===== src/rtl/sr_pulse_gen_pkg.sv =====
// Shared types and constants for the sr_pulse_gen set/reset command stage.
package sr_pulse_gen_pkg;

  localparam logic [1:0] ENC_LOW       = 2'b00;
  localparam logic [1:0] ENC_RISE_WAIT = 2'b01;
  localparam logic [1:0] ENC_HIGH      = 2'b11;
  localparam logic [1:0] ENC_FALL_WAIT = 2'b10;

  localparam int MIN_DEBOUNCE = 2;

  typedef enum logic [1:0] {
    LOW       = ENC_LOW,
    RISE_WAIT = ENC_RISE_WAIT,
    HIGH      = ENC_HIGH,
    FALL_WAIT = ENC_FALL_WAIT
  } deb_state_t;

endpackage


===== src/rtl/sr_pulse_gen_if.sv =====
// Button inputs and s/r command outputs of sr_pulse_gen, grouped as one bundle.
interface sr_pulse_gen_if;
  logic set_btn;
  logic clr_btn;
  logic s;
  logic r;
  logic set_lvl;
  logic clr_lvl;
  logic conflict;

  modport master (
    output set_btn, clr_btn,
    input  s, r, set_lvl, clr_lvl, conflict
  );

  modport slave (
    input  set_btn, clr_btn,
    output s, r, set_lvl, clr_lvl, conflict
  );
endinterface


===== src/rtl/sr_pulse_gen_debounce.sv =====
// One debounce channel: level FSM, sample counter and a one-cycle rising-edge flag.
//   state     | meaning
//   LOW       | debounced level 0, raw agrees
//   RISE_WAIT | raw is 1, counting samples before level goes 1
//   HIGH      | debounced level 1, raw agrees
//   FALL_WAIT | raw is 0, counting samples before level goes 0
module sr_debounce
  import sr_pulse_gen_pkg::*;
#(
  parameter int DEBOUNCE_CYCLES = 4,
  parameter int CNT_W           = 3
) (
  input  logic clk,
  input  logic rstn,
  input  logic raw_i,
  output logic level_o,
  output logic rise_o
);

  // Values below the minimum would let a single-sample glitch flip the level.
  localparam int DEB = (DEBOUNCE_CYCLES < MIN_DEBOUNCE) ? MIN_DEBOUNCE : DEBOUNCE_CYCLES;
  localparam logic [CNT_W-1:0] CNT_TC  = CNT_W'(DEB - 1);
  localparam logic [CNT_W-1:0] CNT_ONE = CNT_W'(1);

  deb_state_t       state_q, state_d;
  logic [CNT_W-1:0] cnt_q, cnt_d;
  logic             level_q, level_d;
  logic             rise_q, rise_d;

  always_ff @(posedge clk or negedge rstn) begin
    if (!rstn) begin
      state_q <= LOW;
      cnt_q   <= '0;
      level_q <= 1'b0;
      rise_q  <= 1'b0;
    end else begin
      state_q <= state_d;
      cnt_q   <= cnt_d;
      level_q <= level_d;
      rise_q  <= rise_d;
    end
  end

  always_comb begin
    state_d = state_q;
    cnt_d   = '0;
    level_d = level_q;
    rise_d  = 1'b0;
    case (state_q)
      LOW: begin
        if (raw_i) begin
          state_d = RISE_WAIT;
          cnt_d   = CNT_ONE;
        end
      end
      RISE_WAIT: begin
        if (!raw_i) begin
          state_d = LOW;
        end else if (cnt_q == CNT_TC) begin
          state_d = HIGH;
          level_d = 1'b1;
          rise_d  = 1'b1;
        end else begin
          cnt_d = cnt_q + CNT_ONE;
        end
      end
      HIGH: begin
        if (!raw_i) begin
          state_d = FALL_WAIT;
          cnt_d   = CNT_ONE;
        end
      end
      FALL_WAIT: begin
        if (raw_i) begin
          state_d = HIGH;
        end else if (cnt_q == CNT_TC) begin
          state_d = LOW;
          level_d = 1'b0;
        end else begin
          cnt_d = cnt_q + CNT_ONE;
        end
      end
      default: state_d = LOW;
    endcase
  end

  assign level_o = level_q;
  assign rise_o  = rise_q;

endmodule


===== src/rtl/sr_pulse_gen.sv =====
// Debounced set/clear buttons to exclusive one-cycle s/r pulses for the ffsr flop.
// Define SR_PULSE_GEN_SYNC_EN to add 2-flop input synchronisers (+2 cycles latency).
module sr_pulse_gen
  import sr_pulse_gen_pkg::*;
#(
  parameter int DEBOUNCE_CYCLES = 4,
  parameter int CNT_W           = 3,
  parameter int CLR_PRIO        = 1
) (
  input  logic           clk,
  input  logic           rstn,
  sr_pulse_gen_if.slave  bus
);

  localparam logic CLR_WINS = (CLR_PRIO != 0);

  logic set_raw, clr_raw;

`ifdef SR_PULSE_GEN_SYNC_EN
  logic [1:0] set_sync_q, clr_sync_q;

  always_ff @(posedge clk or negedge rstn) begin
    if (!rstn) begin
      set_sync_q <= 2'b00;
      clr_sync_q <= 2'b00;
    end else begin
      set_sync_q <= {set_sync_q[0], bus.set_btn};
      clr_sync_q <= {clr_sync_q[0], bus.clr_btn};
    end
  end

  assign set_raw = set_sync_q[1];
  assign clr_raw = clr_sync_q[1];
`else
  assign set_raw = bus.set_btn;
  assign clr_raw = bus.clr_btn;
`endif

  logic set_lvl, clr_lvl, set_rise, clr_rise;

  sr_debounce #(.DEBOUNCE_CYCLES(DEBOUNCE_CYCLES), .CNT_W(CNT_W)) u_deb_set (
    .clk     (clk),
    .rstn    (rstn),
    .raw_i   (set_raw),
    .level_o (set_lvl),
    .rise_o  (set_rise)
  );

  sr_debounce #(.DEBOUNCE_CYCLES(DEBOUNCE_CYCLES), .CNT_W(CNT_W)) u_deb_clr (
    .clk     (clk),
    .rstn    (rstn),
    .raw_i   (clr_raw),
    .level_o (clr_lvl),
    .rise_o  (clr_rise)
  );

  logic s_q, s_d, r_q, r_d, conflict_q, conflict_d;

  // Loser of a simultaneous edge is dropped, never queued, so s and r stay exclusive.
  always_comb begin
    conflict_d = set_rise & clr_rise;
    s_d        = set_rise & ~(clr_rise & CLR_WINS);
    r_d        = clr_rise & ~(set_rise & ~CLR_WINS);
  end

  always_ff @(posedge clk or negedge rstn) begin
    if (!rstn) begin
      s_q        <= 1'b0;
      r_q        <= 1'b0;
      conflict_q <= 1'b0;
    end else begin
      s_q        <= s_d;
      r_q        <= r_d;
      conflict_q <= conflict_d;
    end
  end

  assign bus.s        = s_q;
  assign bus.r        = r_q;
  assign bus.conflict = conflict_q;
  assign bus.set_lvl  = set_lvl;
  assign bus.clr_lvl  = clr_lvl;

endmodule


===== src/flat_wrapper.sv =====
// flat-port wrapper written by rule: the top's interface ports become plain ports
module sr_pulse_gen_flat import sr_pulse_gen_pkg::*;
#(
  parameter int DEBOUNCE_CYCLES = 4,
  parameter int CNT_W           = 3,
  parameter int CLR_PRIO        = 1
)
  (clk, rstn, bus_set_btn, bus_clr_btn, bus_s, bus_r, bus_set_lvl, bus_clr_lvl, bus_conflict);
  sr_pulse_gen_if bus_i ();
  input  logic clk;
  input  logic rstn;
  input wire logic [$bits(bus_i.set_btn)-1:0] bus_set_btn;
  input wire logic [$bits(bus_i.clr_btn)-1:0] bus_clr_btn;
  output wire logic [$bits(bus_i.s)-1:0] bus_s;
  output wire logic [$bits(bus_i.r)-1:0] bus_r;
  output wire logic [$bits(bus_i.set_lvl)-1:0] bus_set_lvl;
  output wire logic [$bits(bus_i.clr_lvl)-1:0] bus_clr_lvl;
  output wire logic [$bits(bus_i.conflict)-1:0] bus_conflict;
  assign bus_i.set_btn = bus_set_btn;
  assign bus_i.clr_btn = bus_clr_btn;
  assign bus_s = bus_i.s;
  assign bus_r = bus_i.r;
  assign bus_set_lvl = bus_i.set_lvl;
  assign bus_clr_lvl = bus_i.clr_lvl;
  assign bus_conflict = bus_i.conflict;
  sr_pulse_gen #(.DEBOUNCE_CYCLES(DEBOUNCE_CYCLES), .CNT_W(CNT_W), .CLR_PRIO(CLR_PRIO)) u_core (.clk(clk), .rstn(rstn), .bus(bus_i));
endmodule

===== config.mk =====
export PLATFORM = sky130hd
export DESIGN_NAME = sr_pulse_gen_flat
export DESIGN_NICKNAME = d
export VERILOG_FILES = /design/src/rtl/sr_pulse_gen_pkg.sv /design/src/rtl/sr_pulse_gen_if.sv /design/src/rtl/sr_pulse_gen_debounce.sv /design/src/rtl/sr_pulse_gen.sv /design/src/flat_wrapper.sv
export SDC_FILE = /design/constraint.sdc
export NUM_CORES = 1
export LEC_CHECK = 0
export CAP_MARGIN = 20
export CORE_MARGIN = 2
export CORE_UTILIZATION = 59
export DETAILED_ROUTE_END_ITERATION = 8
export GPL_TIMING_DRIVEN = 1
export PLACE_DENSITY = 0.82
export SLEW_MARGIN = 10
export SYNTH_ARGS = -nofsm -noshare
export SYNTH_HDL_FRONTEND = slang
export SYNTH_SLANG_ARGS = --single-unit

===== constraint.sdc =====
create_clock -name clk -period 4.25 [get_ports clk]
set_clock_uncertainty 0.15 [all_clocks]
set_input_delay 0.425 -clock clk [delete_from_list [all_inputs] [get_ports clk]]
set_output_delay 0.425 -clock clk [all_outputs]
set_load 0.01 [all_outputs]

Word level (Yosys, flattened, before mapping)
Index checks and enable logic that the tools add are counted.
{ "op_classes": {"n_addsub": 2, "eq_ne": 24, "n_mux": 42, "bitwise_logic": 3, "reduce_logical": 8} }
{ "op_table": {"columns": ["op", "count"], "rows": [
  ["2-to-1 mux 2 bit", 12],
  ["inequality test 2 bit (second input constant)", 12],
  ["one-hot mux 3 bit (4 select lines)", 2],
  ["2-to-1 mux 1 bit", 18],
  ["2-to-1 mux 3 bit", 6],
  ["one-hot mux 2 bit (4 select lines)", 2],
  ["inequality test 3 bit (second input constant)", 4],
  ["AND reduction 5 bit", 2],
  ["equality test 2 bit (second input constant)", 4],
  ["AND reduction 4 bit", 2],
  ["adder 3 x 1 -> 3 bit (second input constant)", 2],
  ["equality test 3 x 2 -> 1 bit (second input constant)", 2],
  ["equality test 2 x 1 -> 1 bit (second input constant)", 2],
  ["zero test 2 bit", 2],
  ["one-hot mux 1 bit (2 select lines)", 2],
  ["nonzero test 2 bit", 2],
  ["bitwise AND 1 bit", 2],
  ["inverter 1 bit", 1]
]} }
{ "word_totals": {"ff_bits": 17, "inputBits": 4} }

Logic depth before layout (Yosys ltp)
{ "logic_depth": {"word_depth": 4, "ltp_mapped": 6} }

Hierarchy
Synthesis repeated with hierarchy kept, for this count alone.
{ "hier_totals": {"cells_unflattened": 83, "hier_area_um2": 944.7} }
{ "by_module_without_submodules": {"columns": ["module", "n_inst", "cells_each", "area_per_inst_um2"], "rows": [
  ["sr_debounce", 2, 39, 426.7],
  ["sr_pulse_gen", 1, 5, 91.3]
]} }

Worst setup path after synthesis
No wires, ideal clock.
{ "synth_timing": {"kind": "register -> register", "startpoint": "reg u_core.u_deb_set.cnt_q[0]", "endpoint": "reg u_core.u_deb_set.state_q[0]", "setup_ns": 0.128, "arrival_ns": 1.294, "path_slack_ns": 2.679, "path_stages_with_launch": 6, "n_path_buf": 0, "period_less_slack_ns": 1.571, "cell_sequence": "dfrtp_1 -> ha_1 -> nand2b_4 -> nand2_1 -> a31oi_1 -> mux2_1"} }
{ "synth_via": {"elab_chain_len": 3, "elab_cells_between_ends": 4, "cone_classes": "3 x eq/ne; 1 x reduce/logical"} }
{ "synth_lines": {"columns": ["item", "line_no", "source"], "rows": [
  ["start, declared", "sr_pulse_gen_debounce.sv:26", "logic [CNT_W-1:0] cnt_q, cnt_d;"],
  ["start signal, assigned", "sr_pulse_gen_debounce.sv:38", "cnt_q <= cnt_d;"],
  ["equality test 3 x 2 -> 1 bit *", "sr_pulse_gen_debounce.sv:59, sr_pulse_gen_debounce.sv:76", null],
  ["inequality test 3 bit (no source line)", null, null],
  ["AND reduction 4 bit (no source line) *", null, null],
  ["end signal, assigned", "sr_pulse_gen_debounce.sv:37", "state_q <= state_d;"],
  ["end, declared", "sr_pulse_gen_debounce.sv:25", "deb_state_t state_q, state_d;"]
]} }
Every way passes the cells marked *; elsewhere a longest branch is shown, timed or not.
A chain may end at the register's enable or synchronous reset.

Final worst setup path
{ "layout_timing": {"startpoint": "reg u_core.u_deb_clr.level_q (netlist: u_core.u_deb_clr.level_o)", "endpoint": "out bus_clr_lvl"} }
{ "layout_rtl": {"columns": ["item", "line_no", "source"], "rows": [
  ["start, declared", "sr_pulse_gen_debounce.sv:27", "logic level_q, level_d;"],
  ["start signal, assigned", "sr_pulse_gen_debounce.sv:39", "level_q <= level_d;"],
  ["end, declared", "flat_wrapper.sv:17", "output wire logic [$bits(bus_i.clr_lvl)-1:0] bus_clr_lvl;"]
]} }
No word-level cell between the ends.

==> summary.txt <==
PortBufs -> 8
Lkg Pwr -> 0.511 nW
Sink Count -> 17
gr ovfl total -> 0
Slew HR -> 51.5%
DP HPWL -> 1170 microns
Buf+Inv Stages, Crit Path -> 1
row count -> 14
top post-synthesis cells by area -> dfrtp_1 (45%), ha_1 (16%), a21oi_1 (3.2%)
io pins -> 9
max cap viols -> 0
clock slew at reported path FFs -> 90 ps
Area Growth Syn to Fin -> 12.8%
Synth area leader -> dfrtp_1
maximum cell stage delay along the critical path -> 550 ps
Fmax -> 554 MHz
drt total wl -> 1470 microns
Final Cell Area -> 1070 sq um
core area -> 1510 sq um
GPL Wtd Cong -> 0.794
CTS Buffer Depth -> 2
Critical-path top delay cell -> clkdlybuf4s50_1
n_diodes -> 0
hold slack -> 258 ps
Post-synth EDFFs -> 0
layout cells sized above 1 -> 9.09%
DIE AREA -> 1940 sq um
count leader, synth -> dfrtp_1
crit end category -> primary output
NumNets Final -> 116
Final Max Slew Viols -> 0
Clock Latency Late Sink -> 290 ps
Synth Instances -> 88
CTS buffer count -> 3
critical path's top delay family -> buffers and inverters
DRT iter0 DRCs -> 6
initial antenna violation count -> 0
area of the mapped netlist -> 948 sq um
RSZ-0062 raised after global routing -> no
sequential-to-total area share from yosys stat -> 44.9%
die width -> 44.1 microns
gr usage total -> 18.3%
power per cell area -> 532 nW/um^2
number of vias per cell -> 5.66
FF+latch count, synth -> 17
post-route ant nets -> 0
list of most frequent post-synthesis cells -> dfrtp_1 (17), ha_1 (12), inv_1 (7), nand2_1 (7), a21oi_1 (6)
Syn Area/Cell -> 10.8 sq um
Final Hold Fails -> 0
pre-CTS WS -> 2300 ps
Syn Nets -> 104
Synth top area share -> 44.9%
vias in the first global route -> 616
clock root cell -> clkbuf_4
Final Cycle Share -> 42.5%
status -> finished clean
Hold Buf Count CTS -> 0
Post-DP Area -> 1040 sq um
Starting Density -> 63.0%
# setup viols final -> 0
fin crit period -> 1800 ps
worst setup path class -> reg2out
distinct cell type count after synthesis -> 24
Fin Setup TNS -> 0 ps
CP arrival -> 1230 ps
first-pass GRT wire length -> 2560 microns
post-CTS setup buffers -> 0
CTS tree -> yes
final worst setup slack -> 2450 ps
Worst Path Max Fanout -> 3
Synth Flop Type -> dfrtp_1
Required @ worst endpoint -> 3670 ps
WL per Instance -> 12.8 microns
H-Tree Depth -> 1
Slew @ Worst Pin -> 726 ps
Peak VDD IR -> 0.328 mV
DIE HEIGHT -> 44.1 microns
number of synthesis warnings -> 0
Cell Chain, Critical Path -> clkdlybuf4s50_1
Async SR Flop Fraction -> 100%
drt pass-1 iters -> 4
total number of vias -> 651
post_cts resized -> 0
DRC viols -> 0
Filler cells -> 118
hold crit path type -> reg2reg
largest net degree at the start of global routing -> 18
startpoint types -> register
metal layers:
| layer | vias to the layer above | track usage, % | routed length (microns) |
|---|---|---|---|
| li1 | 324 | - | - |
| met1 | 314 | 21.2 | 688 |
| met2 | 9 | 30.9 | 691 |
| met3 | 4 | 3.67 | 50 |
| met4 | 0 | 11.5 | 37 |
| met5 | - | 0 | 0 |
cell usage in the layout, fill, tap and decap left out, types with 2 or more instances in the layout:
cell and n:
ha_1 12, nor2b_1 2, nand2b_4 2, nor2_1 5, o21ai_0 5, and3b_1 2, and2_1 2, dfrtp_1 17
clkdlybuf4s50_1 8, nand2_1 7, inv_1 7, mux2i_1 2, nor3_1 2, a31oi_1 2, nand2b_1 3, clkbuf_4 3
a211oi_2 2, mux2_1 2, a21oi_1 6, nor3b_1 2
path summary, 6_finish.rpt:
check	start	endpoint	slack, ps	cells after the start
worst max-delay path	u_core.u_deb_clr.level_o$_DFFE_PN0P_	bus_clr_lvl	2450	1
worst min-delay path	u_core.u_deb_clr.rise_o$_DFF_PN0_	u_core.bus.r$_DFF_PN0_	260	0
worst max register to register	u_core.u_deb_clr.state_q[0]$_DFFE_PN0P_	u_core.u_deb_clr.state_q[1]$_DFFE_PN0P_	2550	5
worst min register to register	u_core.u_deb_clr.rise_o$_DFF_PN0_	u_core.bus.r$_DFF_PN0_	260	0
max in group asynchronous	rstn	u_core.u_deb_set.state_q[0]$_DFFE_PN0P_	3090	1
min in group asynchronous	rstn	u_core.bus.r$_DFF_PN0_	410	1
state kept, by name, indices dropped and copies added, names as in the netlist:
register,cells
u_core.bus.r,1
u_core.bus.conflict,1
u_core.u_deb_set.level_o,1
u_core.u_deb_set.state_q,2
u_core.u_deb_clr.cnt_q,3
u_core.u_deb_clr.rise_o,1
u_core.bus.s,1
u_core.u_deb_clr.state_q,2
u_core.u_deb_clr.level_o,1
u_core.u_deb_set.rise_o,1
u_core.u_deb_set.cnt_q,3
through the flow:
step                std cells  util, %  total power [W]
floorplan                  88        -         0.000432
global placement          111     69.3         0.000476
detailed placement        111     69.3         0.000488
CTS                       115     71.0         0.000575
global route              115     71.0         0.000618
finish                    115     71.0         0.000569
cell families after synthesis:
kind of cell / synth area share (%)
compound gates: 11.9
fa+ha+maj: 15.8
buf+inv: 3.30
flops: 44.9
mux: 6.07
simple gates: 18.1
layout make-up:
class	count	area, sq um	area share [%]
sequential	17	425	39.8
inverter	7	26.3	2.46
timing repair buffer	8	80.1	7.49
clock buffer	4	26.3	2.46
tap	16	20.0	1.87
multi-input combinational	63	492	46.0
report_power, final:
| group | internal (W) | switching (W) |
|---|---|---|
| sequential | 0.000196 | 0.0000260 |
| clock | 0.0000365 | 0.0000503 |
| combinational | 0.000122 | 0.000139 |
| total | 0.000354 | 0.000215 |
Note: power is estimated with default switching activity, not from simulation.
